[config.mk]
export PLATFORM = sky130hd
export DESIGN_NAME = sensor_conditioner
export DESIGN_NICKNAME = d
export VERILOG_FILES = /design/src/rtl/sensor_conditioner.sv
export SDC_FILE = /design/constraint.sdc
export NUM_CORES = 1
export LEC_CHECK = 0
export CAP_MARGIN = 30
export CORE_ASPECT_RATIO = 0.5
export CORE_UTILIZATION = 40
export CTS_BUF_LIST = sky130_fd_sc_hd__clkbuf_4
export DETAILED_ROUTE_END_ITERATION = 6
export DONT_BUFFER_PORTS = 1
export GPL_ROUTABILITY_DRIVEN = 0
export PLACE_DENSITY = 0.57
export SYNTH_ARGS = -nofsm -noshare
export SYNTH_HDL_FRONTEND = slang
export SYNTH_SLANG_ARGS = --single-unit
[constraint.sdc]
create_clock -name clk -period 3.1 [get_ports clk]
set_clock_uncertainty 0.05 [all_clocks]
set_input_delay 0.31 -clock clk [delete_from_list [all_inputs] [get_ports clk]]
set_output_delay 0.31 -clock clk [all_outputs]
set_load 0.05 [all_outputs]
[src/rtl/sensor_conditioner.sv]
// sensor_conditioner: conditions the five raw loop detectors of the
// intersection before they reach the light controller. Each lane gets a
// debouncer, an optional demand latch and a sticky stuck-sensor detector.
// Lane order everywhere: bit0 e_str, bit1 w_str, bit2 e_left, bit3 w_left, bit4 ns.
// Optional feature: define SENSOR_LATCH_EN to hold a demand until the lane
// has been served by green. Without it each sensor output is the debounced level.

package light_package;
  typedef enum logic [1:0] {
    RED    = 2'd0,
    YELLOW = 2'd1,
    GREEN  = 2'd2
  } colors;
endpackage

module sensor_conditioner #(
  parameter int unsigned DEB_CYCLES   = 3,   // 1..15
  parameter int unsigned STUCK_CYCLES = 60   // 2..255
) (
  input  logic                 clk,
  input  logic                 reset,
  input  logic [4:0]           raw_sensor,
  input  light_package::colors e_str_light,
  input  light_package::colors w_str_light,
  input  light_package::colors e_left_light,
  input  light_package::colors w_left_light,
  input  light_package::colors ns_light,
  output logic                 e_str_sensor,
  output logic                 w_str_sensor,
  output logic                 e_left_sensor,
  output logic                 w_left_sensor,
  output logic                 ns_sensor,
  output logic [4:0]           fault
);
  import light_package::*;

  localparam int unsigned NLANES    = 5;
  localparam logic [4:0]  DEB_LIM   = 5'(DEB_CYCLES);
  localparam logic [7:0]  STUCK_LIM = 8'(STUCK_CYCLES);

  // Per-lane state. The lane FSM (IDLE/PRESENT/WAITING) is carried directly
  // by the (deb, dem) register pair: IDLE = (0,0), PRESENT = (1,1),
  // WAITING = (0,1). No separate state register is needed.
  logic [4:0] deb_q,   deb_d;
  logic [4:0] dem_q,   dem_d;
  logic [4:0] sens_q,  sens_d;
  logic [4:0] fault_q, fault_d;
  logic [3:0] cnt_q  [NLANES];
  logic [3:0] cnt_d  [NLANES];
  logic [7:0] scnt_q [NLANES];
  logic [7:0] scnt_d [NLANES];

  // Debounce: deb follows raw only after DEB_CYCLES consecutive differing samples.
  always_comb begin
    // NOTE: every combinational output gets a default before any branch so
    // no path leaves it unassigned and no latch is inferred.
    deb_d = deb_q;
    for (int l = 0; l < NLANES; l++) begin
      cnt_d[l] = 4'd0;
      if (raw_sensor[l] != deb_q[l]) begin
        if (({1'b0, cnt_q[l]} + 5'd1) == DEB_LIM) begin
          deb_d[l] = raw_sensor[l];
        end else begin
          cnt_d[l] = cnt_q[l] + 4'd1;
        end
      end
    end
  end

`ifdef SENSOR_LATCH_EN
  colors light [NLANES];
  assign light[0] = e_str_light;
  assign light[1] = w_str_light;
  assign light[2] = e_left_light;
  assign light[3] = w_left_light;
  assign light[4] = ns_light;

  // Demand latch: a debounced presence sets it (and wins), only green clears it.
  always_comb begin
    dem_d = dem_q;
    for (int l = 0; l < NLANES; l++) begin
      if (deb_d[l]) begin
        dem_d[l] = 1'b1;
      end else if (light[l] == GREEN) begin
        dem_d[l] = 1'b0;
      end
    end
  end
`else
  // Without latching the lamp feedback has no effect on the outputs.
  logic unused_lights;
  assign unused_lights = ^{e_str_light, w_str_light, e_left_light,
                           w_left_light, ns_light};
  assign dem_d = '0;
`endif

  // Registered demand: next debounced level OR next latched demand.
  assign sens_d = deb_d | dem_d;

  // Stuck detect: count cycles spent debounced-high, saturate, flag stickily.
  always_comb begin
    fault_d = fault_q;
    for (int l = 0; l < NLANES; l++) begin
      scnt_d[l] = 8'd0;
      if (deb_q[l]) begin
        scnt_d[l] = (scnt_q[l] == STUCK_LIM) ? scnt_q[l] : scnt_q[l] + 8'd1;
      end
      if (scnt_d[l] == STUCK_LIM) begin
        fault_d[l] = 1'b1;
      end
    end
  end

  // State registers; synchronous reset clears every lane completely.
  always_ff @(posedge clk) begin
    // NOTE: sequential state uses non-blocking assignments so every register
    // samples the pre-edge values regardless of statement order.
    if (reset) begin
      deb_q   <= '0;
      dem_q   <= '0;
      sens_q  <= '0;
      fault_q <= '0;
      for (int l = 0; l < NLANES; l++) begin
        cnt_q[l]  <= '0;
        scnt_q[l] <= '0;
      end
    end else begin
      deb_q   <= deb_d;
      dem_q   <= dem_d;
      sens_q  <= sens_d;
      fault_q <= fault_d;
      for (int l = 0; l < NLANES; l++) begin
        cnt_q[l]  <= cnt_d[l];
        scnt_q[l] <= scnt_d[l];
      end
    end
  end

  assign e_str_sensor  = sens_q[0];
  assign w_str_sensor  = sens_q[1];
  assign e_left_sensor = sens_q[2];
  assign w_left_sensor = sens_q[3];
  assign ns_sensor     = sens_q[4];
  assign fault         = fault_q;

endmodule

* Word level (Yosys, flattened, before mapping)
Memories as Yosys holds them, arrays and structs flattened. Index checks and enable logic that the tools add are counted.
Cells by class: multiplexer cells 33, reductions and logical operators 5, bitwise logic cells 10, $add $sub $neg 15, equality and inequality tests 20
Operators by type and width (count):
- two-way mux 8 bit | 15
- == test 8 x 6 -> 1 bit, second input constant | 10
- two-way mux 4 bit | 15
- adder 8 x 1 -> 8 bit, second input constant | 5
- adder 4 x 1 -> 5 bit, second input constant | 5
- == test 5 x 2 -> 1 bit, second input constant | 5
- adder 4 x 1 -> 4 bit, second input constant | 5
- OR 1 bit | 10
- AND reduction 2 bit | 5
- inequality test 1 bit | 5
- two-way mux 1 bit | 3
Word-level totals: bits of input ports 17, memory bits (writable) 60, memories kept 2, output and inout bits 10, register bits 10
Memory list:
- scnt_q | words 5, width 8, rd ports 5, clocked after memory_dff 0, write ports 5, line 50 | logic [7:0] scnt_q [NLANES];
- cnt_q | words 5, width 4, rd ports 5, clocked after memory_dff 0, write ports 5, line 48 | logic [3:0] cnt_q [NLANES];

* Logic depth before layout (Yosys ltp)
An unclocked memory read counts as a cell.
depth in word-level cells 6, depth in mapped cells 8, mapped depth without buffers 7

* Worst setup path before layout
OpenSTA, ideal clock, no wires.
path kind reg-to-reg, from memory scnt_q[1][0], in the netlist scnt_q[0][8], to register fault_q[1], in the netlist fault[1], arrival time 1688 ps, stages on the path, launching flop included 9, slack 1300 ps, path buffers 1, setup time 62 ps, path through dfxtp_1 clkbuf_1 inv_1 ha_1 nor3b_4 nand2_4 mux2_4 a211oi_1 a32o_1
RTL lines:
- from (decl) | line 50
- to (signal assigned) | line 131 | fault_q <= fault_d;
- to (decl) | line 47 | logic [4:0] fault_q, fault_d;

==> results.yml <==
cts:
  clk_latency_ns: 0.42
  cts_buffers: 9
  htreeDepth: 3
  ctsLongestPathBuffers: 2
  cts_tree: "done"
  root_buffer: "clkbuf_4"
  clkSinkCount: 70
  post_cts_buffers: 0
  clkTransAtPathRegs_ns: 0.11
  cts-resized-gates: 0
grt:
  grt_max_degree: 20
  grt_first_pass_wirelength_um: 11500
  track_usage_pct: 15.5
  antenna_found_initial: 0
  grt_overflow: 0
  grt_pass1_vias: 2504
routing:
  num_vias: 2799
  drtIter0Drc: 144
  drt-pass1-iter-count: 4
  drtAntennaViolNets: 0
  viasPerCell: 5.02
  drcViolationCount: 0
  wire_per_inst_um: 11.9
  drt-total-wl_um: 6660
die:
  core_um2: 8740
  num_rows: 24
  die_area_um2: 9420
  dieHeight_um: 69.1
  io_pins: 27
  start_util_pct: 41.3
  die_width_um: 136
yosys:
  synthFlopType: "dfxtp_1"
  synth_seq_cells: 70
  synth-edff-count: 0
  synthCells: 432
  seq_area_frac_synth_pct: 38.9
  yosysWarnings: 0
  ys_types: 48
  syn_area_um2: 3610
  synthArstFlopShare_pct: 0
  syn_avg_cell_area_um2: 8.35
  synth_nets: 469
setup_path:
  crit_required_ns: 3.37
  critPathMaxFanout: 5
  crit_buf_inv: 1
  r2r_slack_ns: 1.10
  cp-end-kind: "flip-flop"
  startpoint_type: "flip-flop"
  path_cells: "ha_1 > nand2_1 > a21oi_1 > o21ai_0 > mux2i_1 > nor2_1 > dlygate4sd3_1"
  worst-setup-path-type: "reg -> reg"
  critical-path-top-delay-family: "buffers and inverters"
  crit_slowest_cell: "dlygate4sd3_1"
  rr_endpoint: "sens_q[1]"
  cpPeakStageDelay_ns: 0.57
  timing.rr.start: "cnt_q[0][4]"
  r2r_cells: 7
  critPathArrivalTime_ns: 2.27
placement:
  dp_hpwl_um: 4500
  portBuffers: 0
  placed_cells: 537
cells_and_area:
  drive_gt1_share_pct: 5.90
  diodes: 0
  final_cells: 558
  layout.nets: 474
  area_growth_pct: 7.36
power_and_ir_drop:
  p_switching_mw: 0.364
  power.internal_mw: 1.10
  p_per_area_nw_per_um2: 378
  seq_power_share_pct: 63.1
  swShare_pct: 24.8
  ir_drop_mv: 0.194
  clkPwrFrac_pct: 32.5
  p_leak_nw: 1.45
  combinationalPowerShare_pct: 4.4
run:
  drv_cap: 0
timing:
  slew_viol_final: 0
  fin_crit_sh_pct: 64.5
  setup_viol: 0
  fin_crit_ns: 2.00
  hold_viol: 0
  whs_ns: 0.0512
  relSlewSlack_pct: 50.0
  finalSetupTns_ns: 0
  rsz0062_at_grt: "false"
  max_clock_freq_mhz: 500
  tightest_slew_ns: 0.749
status:
  outcome: "finished, final reports clean"
hold_path:
  hp-start: "reset"
  hp-class: "in -> reg"
  worstHoldPathCells: 3
  whs_endpoint: "scnt_q[0][18]"
==> layout make-up <==
class / instances / area [um2]
clock inverter: 5 / 27.5
multi-input combinational: 323 / 2040
fill: 839 / 4870
clock buffer: 10 / 75.1
sequential: 70 / 1400
inverter: 22 / 82.6
tap: 117 / 146
timing repair buffer: 11 / 97.6
==> kinds of logic (layout without fill, tap and decap cells) <==
logic type / after synthesis / count (layout) / share of synthesized area (%)
compound gates: 71 / 71 / 11.8
buf+inv: 39 / 48 / 4.55
xor+xnor: 39 / 39 / 9.47
fa+ha+maj: 20 / 20 / 6.94
mux: 10 / 10 / 2.95
flops: 70 / 70 / 38.9
simple gates: 183 / 183 / 25.5
==> synth_stat cells (4+ instances only) <==
library cell   n  area, um2
nand3_1       30        150
a21oi_1       27        135
nor2b_1       13       81.3
o21ai_0       16       80.1
and3_1        11       68.8
mux2i_1        8       80.1
ha_1          20        250
xor2_1        19        166
dfxtp_1       70       1400
nand2_1       43        161
nand4_1        4       25.0
clkbuf_1      10       37.5
nor2_1        53        199
nor3_1         7       35.0
inv_1         22       82.6
xnor2_1       20        175
a211oi_1       4       30.0
a31oi_1       12       75.1
==> per-stage QoR <==
stage               utilization, %  setup slack, ns  instance area [um2]  power, mW
finish                        44.3             1.10                 3870       1.46
global route                  44.3            0.972                 3870       1.54
CTS                           44.3             1.08                 3870       1.50
detailed placement            42.4             1.23                 3710       1.00
global placement              42.4             1.22                 3710       1.00
floorplan                        -             1.30                 3610      0.988
==> flip-flops by register name, indices dropped and copies added, names as in the netlist <==
signal  flops
cnt_q      20
scnt_q     40
fault       5
sens_q      5
==> power groups by stage <==
stage	Clock [mW]	Combinational (mW)	Sequential, mW
after global routing	0.542	0.0737	0.927
final	0.476	0.0639	0.924
after detailed placement	0	0.0558	0.945
after CTS	0.511	0.0651	0.924
after global placement	0	0.0558	0.945
after floorplan	0	0.0402	0.948
==> worst min-delay path, delay by kind of cell <==
family	cells	cell delay, ns
simple gates	1	0.05
compound gates	2	0.12
==> cell usage in the layout, fill, tap and decap left out, types with 3 or more instances in the layout <==
cell,instances
a32o_1,3
a211oi_1,4
inv_1,22
a31oi_1,12
nor3_1,7
o21ai_0,16
a21oi_1,27
buf_4,5
nand2b_1,3
xnor2_1,20
nor2_1,53
mux2i_1,8
nand4_1,4
ha_1,20
clkbuf_4,10
nor2b_1,13
nand3_1,30
dfxtp_1,70
dlygate4sd3_1,6
clkinv_2,3
nand2_1,43
and3_1,11
xor2_1,19
==> routing by layer <==
layer,vias to the layer above,share of wire [%],track usage [%]
met5,-,0,0
met1,1255,53,20.8
met4,0,1.3,5.93
met3,10,3.6,5.52
met2,29,42,22.6
li1,1505,-,-
==> worst max-delay path by stage <==
stage | endpoint | startpoint | depth (start not counted)
after floorplan | fault[1] | scnt_q[0][8] | 8
after global placement | fault[1] | scnt_q[0][8] | 6
after detailed placement | fault[1] | scnt_q[0][8] | 6
after CTS | sens_q[1] | cnt_q[0][4] | 7
after global routing | sens_q[1] | cnt_q[0][4] | 7
final | sens_q[1] | cnt_q[0][4] | 7
==> timing repair <==
action / CTS / global route
endpoints found under the hold margin: 10 / 0
hold buffers: 6 / 0
setup endpoints to repair: 0 / 0
Note: power is estimated with default switching activity, not from simulation.
==> variant 1, RTL diff (config.mk and constraints unchanged) <==
The localparam `NLANES` goes from 5 to 10.
--- a/src/rtl/sensor_conditioner.sv
+++ b/src/rtl/sensor_conditioner.sv
@@ -35,5 +35,5 @@
   import light_package::*;
 
-  localparam int unsigned NLANES    = 5;
+  localparam int unsigned NLANES    = 10;
   localparam logic [4:0]  DEB_LIM   = 5'(DEB_CYCLES);
   localparam logic [7:0]  STUCK_LIM = 8'(STUCK_CYCLES);
Formal check against the unedited RTL: same outputs for any inputs over 10 cycles, from zero or initial values and one cycle with reset high; that may be too few to reach the edited logic, so the function may still have changed.
==> variant 1 against the unedited design <==
Synthesized area fell by 1.6%; count of clock-buffer cells in the layout is the same; fmax is 0.37% higher; wire length rose by 1.1%; highest routed layer unchanged; setup slack improved by 7.4 ps; design area fell by 0.26%; first-iteration DRC count grew 26%; power is 13% higher; sequential cell count stayed put; non-clock buffer count is 4 lower; largest cell class unchanged.
==> variant 1: results <==
export IMPL_yosysSeqAreaShare_pct=39.5
export IMPL_synth_compound_area_share_pct=10.7
export IMPL_critPathArrivalTime_ps=2230
export IMPL_relSlewSlack_pct=51.5
export IMPL_first_iter_violations=182
export IMPL_avgSynthCellArea_um2=8.47
export IMPL_dp_cells=518
export IMPL_io_buffers=0
export IMPL_grt_pass1_wl_um=11600
export IMPL_outcome="complete, no violations"
export IMPL_synth_cell_types=42
export IMPL_post_dp_hpwl_um=4580
export IMPL_grt_max_degree=15
export IMPL_hold_depth=2
export IMPL_synthTopCellsByArea="dfxtp_1 (40%), ha_1 (7.1%), xnor2_1 (6.2%), nor2_1 (6.1%), xor2_1 (4.7%)"
export IMPL_grtUsageTotal_pct=16.5
export IMPL_ir_drop_mv=0.183
export IMPL_viasPerCell=5.24
export IMPL_fin_hold_ws_ps=43.2
export IMPL_ant_nets=0
export IMPL_power_leakage_nw=1.43
export IMPL_wire_per_inst_um=12.5
export IMPL_synth_nets=456
export IMPL_path_max_fanout=8
export IMPL_critical_path_max_stage_delay_ps=520
export IMPL_grt_pass1_vias=2588
export IMPL_synth_fa_ha_area_share_pct=7.05
export IMPL_drive_gt1_share_pct=4.67
export IMPL_worst_r2r_path_depth=5
export IMPL_synth_mux_area_fraction_pct=3.53
export IMPL_synth_common_cells="dfxtp_1 (70), nor2_1 (58), inv_1 (27), nand2_1 (27)"
export IMPL_drt_total_wl_um=6730
variant 1: changes by cell type after synthesis, moves of 4 or more:
cell      change
a31oi_1       -8
nor2b_1       -4
inv_1         +5
nand3_1       -8
or3_1         +4
nor2_1        +5
and3_1        -9
nand2_1      -16
nand2b_1     +15
xnor2_1       +5
variant 1: cell type report:
cell class	instances	area, um^2
clock inverters	6	86.3
multi-input cells	308	1990
flip-flops and latches	70	1400
inverters	27	101
fillers	779	4430
clock buffers	10	75.1
well taps	112	140
repair buffers	7	67.6
variant 1: stage by stage:
stage | power, mW | setup WS [ps] | util, % | cell area, um^2
6_report | 1.66 | 1110 | 46.6 | 3860
5_1_grt | 1.73 | 930 | 46.6 | 3860
4_1_cts | 1.68 | 1090 | 46.6 | 3860
3_5_place_dp | 0.995 | 1170 | 43.9 | 3640
3_3_place_gp | 0.992 | 1190 | 43.9 | 3640
2_1_floorplan | 0.988 | 1330 | - | 3550
variant 1: metal layers:
layer	vias up	wire length, um	global-route usage, %
li1	1436	-	-
met1	1324	3220	19.2
met2	60	3100	27.8
met3	9	332	6.14
met4	0	82	7.30
met5	-	0	0
variant 1: final timing paths:
check,endpoint,startpoint
max,fault[0],scnt_q[0][2]
min,cnt_q[0][10],reset
max reg2reg,fault[0],scnt_q[0][2]
min reg2reg,cnt_q[0][8],cnt_q[0][8]
variant 1: worst max-delay path: cells and delay by family (launching register included):
kind,cells,cell delay [ps]
simple gates,3,780
flops,1,500
compound gates,1,180
mux,1,350
variant 1: cell families after synthesis:
kind of cell | after synthesis
xor gates and xnor gates | 44
muxes | 12
adders and majority gates | 20
buffers and inverters | 41
AOI/OAI and AO/OA | 62
and+or+nand+nor | 170
DFF | 70
variant 1: power breakdown:
group	switching [mW]	internal (mW)	total, mW
clock	0.338	0.335	0.673
sequential	0.0189	0.910	0.929
combinational	0.0292	0.0255	0.0547
total	0.386	1.27	1.66
variant 1: timing repair:
item / 4_1_cts / 5_1_grt
hold endpoints to repair: 17 / 0
setup endpoints to repair: 0 / 0
hold buffers: 6 / 0
==> variant 2, RTL diff (same settings) <==
Without the edit above. Add an input register stage for `raw_sensor`, without a reset; this delays it by one clock. The other inputs are not delayed to match.
--- a/src/rtl/sensor_conditioner.sv
+++ b/src/rtl/sensor_conditioner.sv
@@ -39,4 +39,10 @@
   localparam logic [7:0]  STUCK_LIM = 8'(STUCK_CYCLES);
 
+  logic [4:0] raw_sensor_q;
+
+  always_ff @(posedge clk) begin
+    raw_sensor_q <= raw_sensor;
+  end
+
   // Per-lane state. The lane FSM (IDLE/PRESENT/WAITING) is carried directly
   // by the (deb, dem) register pair: IDLE = (0,0), PRESENT = (1,1),
@@ -58,7 +64,7 @@
     for (int l = 0; l < NLANES; l++) begin
       cnt_d[l] = 4'd0;
-      if (raw_sensor[l] != deb_q[l]) begin
+      if (raw_sensor_q[l] != deb_q[l]) begin
         if (({1'b0, cnt_q[l]} + 5'd1) == DEB_LIM) begin
-          deb_d[l] = raw_sensor[l];
+          deb_d[l] = raw_sensor_q[l];
         end else begin
           cnt_d[l] = cnt_q[l] + 4'd1;
Check against the original RTL: not equivalent (a bounded check fails within 4 cycles, from zero or initial values and one cycle with reset high).
==> variant 2 against the unedited design <==
Sequential cell count rose by 5; design area up 1.9%; setup slack improved by 12 ps; synthesized area is 1.0% higher; hold slack got worse by 17 ps; global-route usage shrank 1.1 points; first-iteration DRC count down 40%; power rose by 14%; cell count down 2.5%; wire length down 5.2%.
==> variant 2: results <==
export IMPL_outcome="complete, no violations"
export IMPL_grt_pass1_wl_um=10700
export IMPL_cts_resized=0
export IMPL_p_sw_share_pct=24.6
export IMPL_place_area_um2=3730
export IMPL_synth_nets=450
export IMPL_hold_depth=2
export IMPL_cts_buffers=9
export IMPL_antenna_found_initial=0
export IMPL_first_pass_iters=4
export IMPL_first_iter_violations=87
export IMPL_synth_cell_types=52
export IMPL_synth_edf_count=0
export IMPL_ir_drop_mv=0.188
export IMPL_grt_max_degree=16
export IMPL_clk_latency_ps=440
export IMPL_diodes=0
export IMPL_r2r_start="scnt_q[0][16]"
export IMPL_ys_warn_count=0
export IMPL_cts_buffer_depth=2
export IMPL_grt_pass1_vias=2410
export IMPL_r2r_setup_slack_ps=1110
export IMPL_cts_htree_levels=3
export IMPL_cts_root_buffer="clkbuf_4"
export IMPL_relSlewSlack_pct=49.9
export IMPL_dp_cells=521
export IMPL_viasPerCell=4.88
export IMPL_yosysSeqAreaShare_pct=41.2
export IMPL_post_dp_hpwl_um=4210
export IMPL_fin_cells=544
export IMPL_synthTopCellsByArea="dfxtp_1 (41%), ha_1 (6.9%), nor2_1 (5.9%), xor2_1 (5.0%), xnor2_1 (4.6%)"
export IMPL_setup_viol=0
export IMPL_async_reset_ff_share_pct=0
export IMPL_avgSynthCellArea_um2=8.82
export IMPL_grtUsageTotal_pct=14.4
export IMPL_wire_per_inst_um=11.6
export IMPL_worst_r2r_path_depth=7
export IMPL_drive_gt1_share_pct=5.85
export IMPL_cts_clk_slew_worst_paths_ps=140
export IMPL_hold_end="fault[2]"
export IMPL_fin_nets=459
export IMPL_power_leakage_nw=1.46
export IMPL_hold_start="reset"
export IMPL_fin_hold_ws_ps=34.4
export IMPL_hold_class="in2reg"
export IMPL_fill_cells=889
export IMPL_synth_common_cells="dfxtp_1 (75), nor2_1 (57), inv_1 (30)"
export IMPL_io_buffers=0
export IMPL_reg_top3="scnt_q (40), cnt_q (20)"
export IMPL_path_max_fanout=8
export IMPL_r2r_end="fault[2]"
[variant 2: cell types whose count changed after synthesis, moves of 4 or more]
cell,before,now
inv_1,22,30
dfxtp_1,70,75
nor2b_1,13,7
a31oi_1,12,3
a21oi_1,27,23
nor2_1,53,57
and3_1,11,2
nand2b_1,3,21
clkbuf_1,10,5
nand3_1,30,16
nand2_1,43,22
nor3b_1,2,8
[variant 2: worst max-delay path by stage]
stage / startpoint / end / slack [ps]
floorplan: sens_q[0] / fault[0] / 1420
global placement: scnt_q[0][16] / fault[2] / 1170
detailed placement: scnt_q[0][16] / fault[2] / 1160
CTS: scnt_q[0][16] / fault[2] / 1130
global route: scnt_q[0][16] / fault[2] / 910
finish: scnt_q[0][16] / fault[2] / 1110
[variant 2: critical path, cell delays in order (launching register included)]
cell and delay [ps]:
dfxtp_1 410, inv_1 80, ha_1 170, nor3b_1 410, nand2_1 240, o311ai_1 140
o21ai_0 150, a41o_1 260
[variant 2: metrics by stage]
stage	setup slack [ps]	utilization, %
2_1_floorplan	1420	-
3_5_place_dp	1160	42.6
4_1_cts	1130	44.9
6_report	1110	45.0
3_3_place_gp	1170	42.6
5_1_grt	913	45.0
[variant 2: cell families after synthesis]
| group | Yosys count | synth area share [%] |
|---|---|---|
| simple gates | 166 | 23.7 |
| compound gates | 60 | 10.3 |
| buf+inv | 40 | 4.84 |
| flops | 75 | 41.2 |
| mux | 12 | 3.43 |
| fa+ha+maj | 20 | 6.87 |
| xor+xnor | 40 | 9.62 |
[variant 2: layout make-up]
class	count	area share, %
Tap cell	117	3.71
Sequential cell	75	38.1
Timing Repair Buffer	8	1.97
Clock inverter	6	1.68
Multi-Input combinational cell	298	49.8
Clock buffer	10	1.90
Inverter	30	2.85
[variant 2: power groups by stage]
stage	clock (mW)	sequential [mW]	combinational (mW)
4_1_cts	0.644	1.00	0.0580
3_5_place_dp	0	1.02	0.0479
3_3_place_gp	0	1.02	0.0480
2_1_floorplan	0	1.02	0.0454
6_report	0.613	1.00	0.0582
5_1_grt	0.690	1.00	0.0679
[variant 2: repair_timing]
item / 4_1_cts / 5_1_grt
hold buffers: 6 / 1
setup buffers: 0 / 0
endpoints found under the hold margin: 20 / 1
[variant 2: metal layers]
layer | up-vias | GRT usage (%) | wire [um] | part of all wire (%)
li1 | 1416 | - | - | -
met1 | 1208 | 18.1 | 3310 | 52
met2 | 25 | 22.4 | 2700 | 43
met3 | 8 | 5.48 | 226 | 3.6
met4 | 0 | 5.13 | 80 | 1.3
met5 | - | 0 | 0 | 0
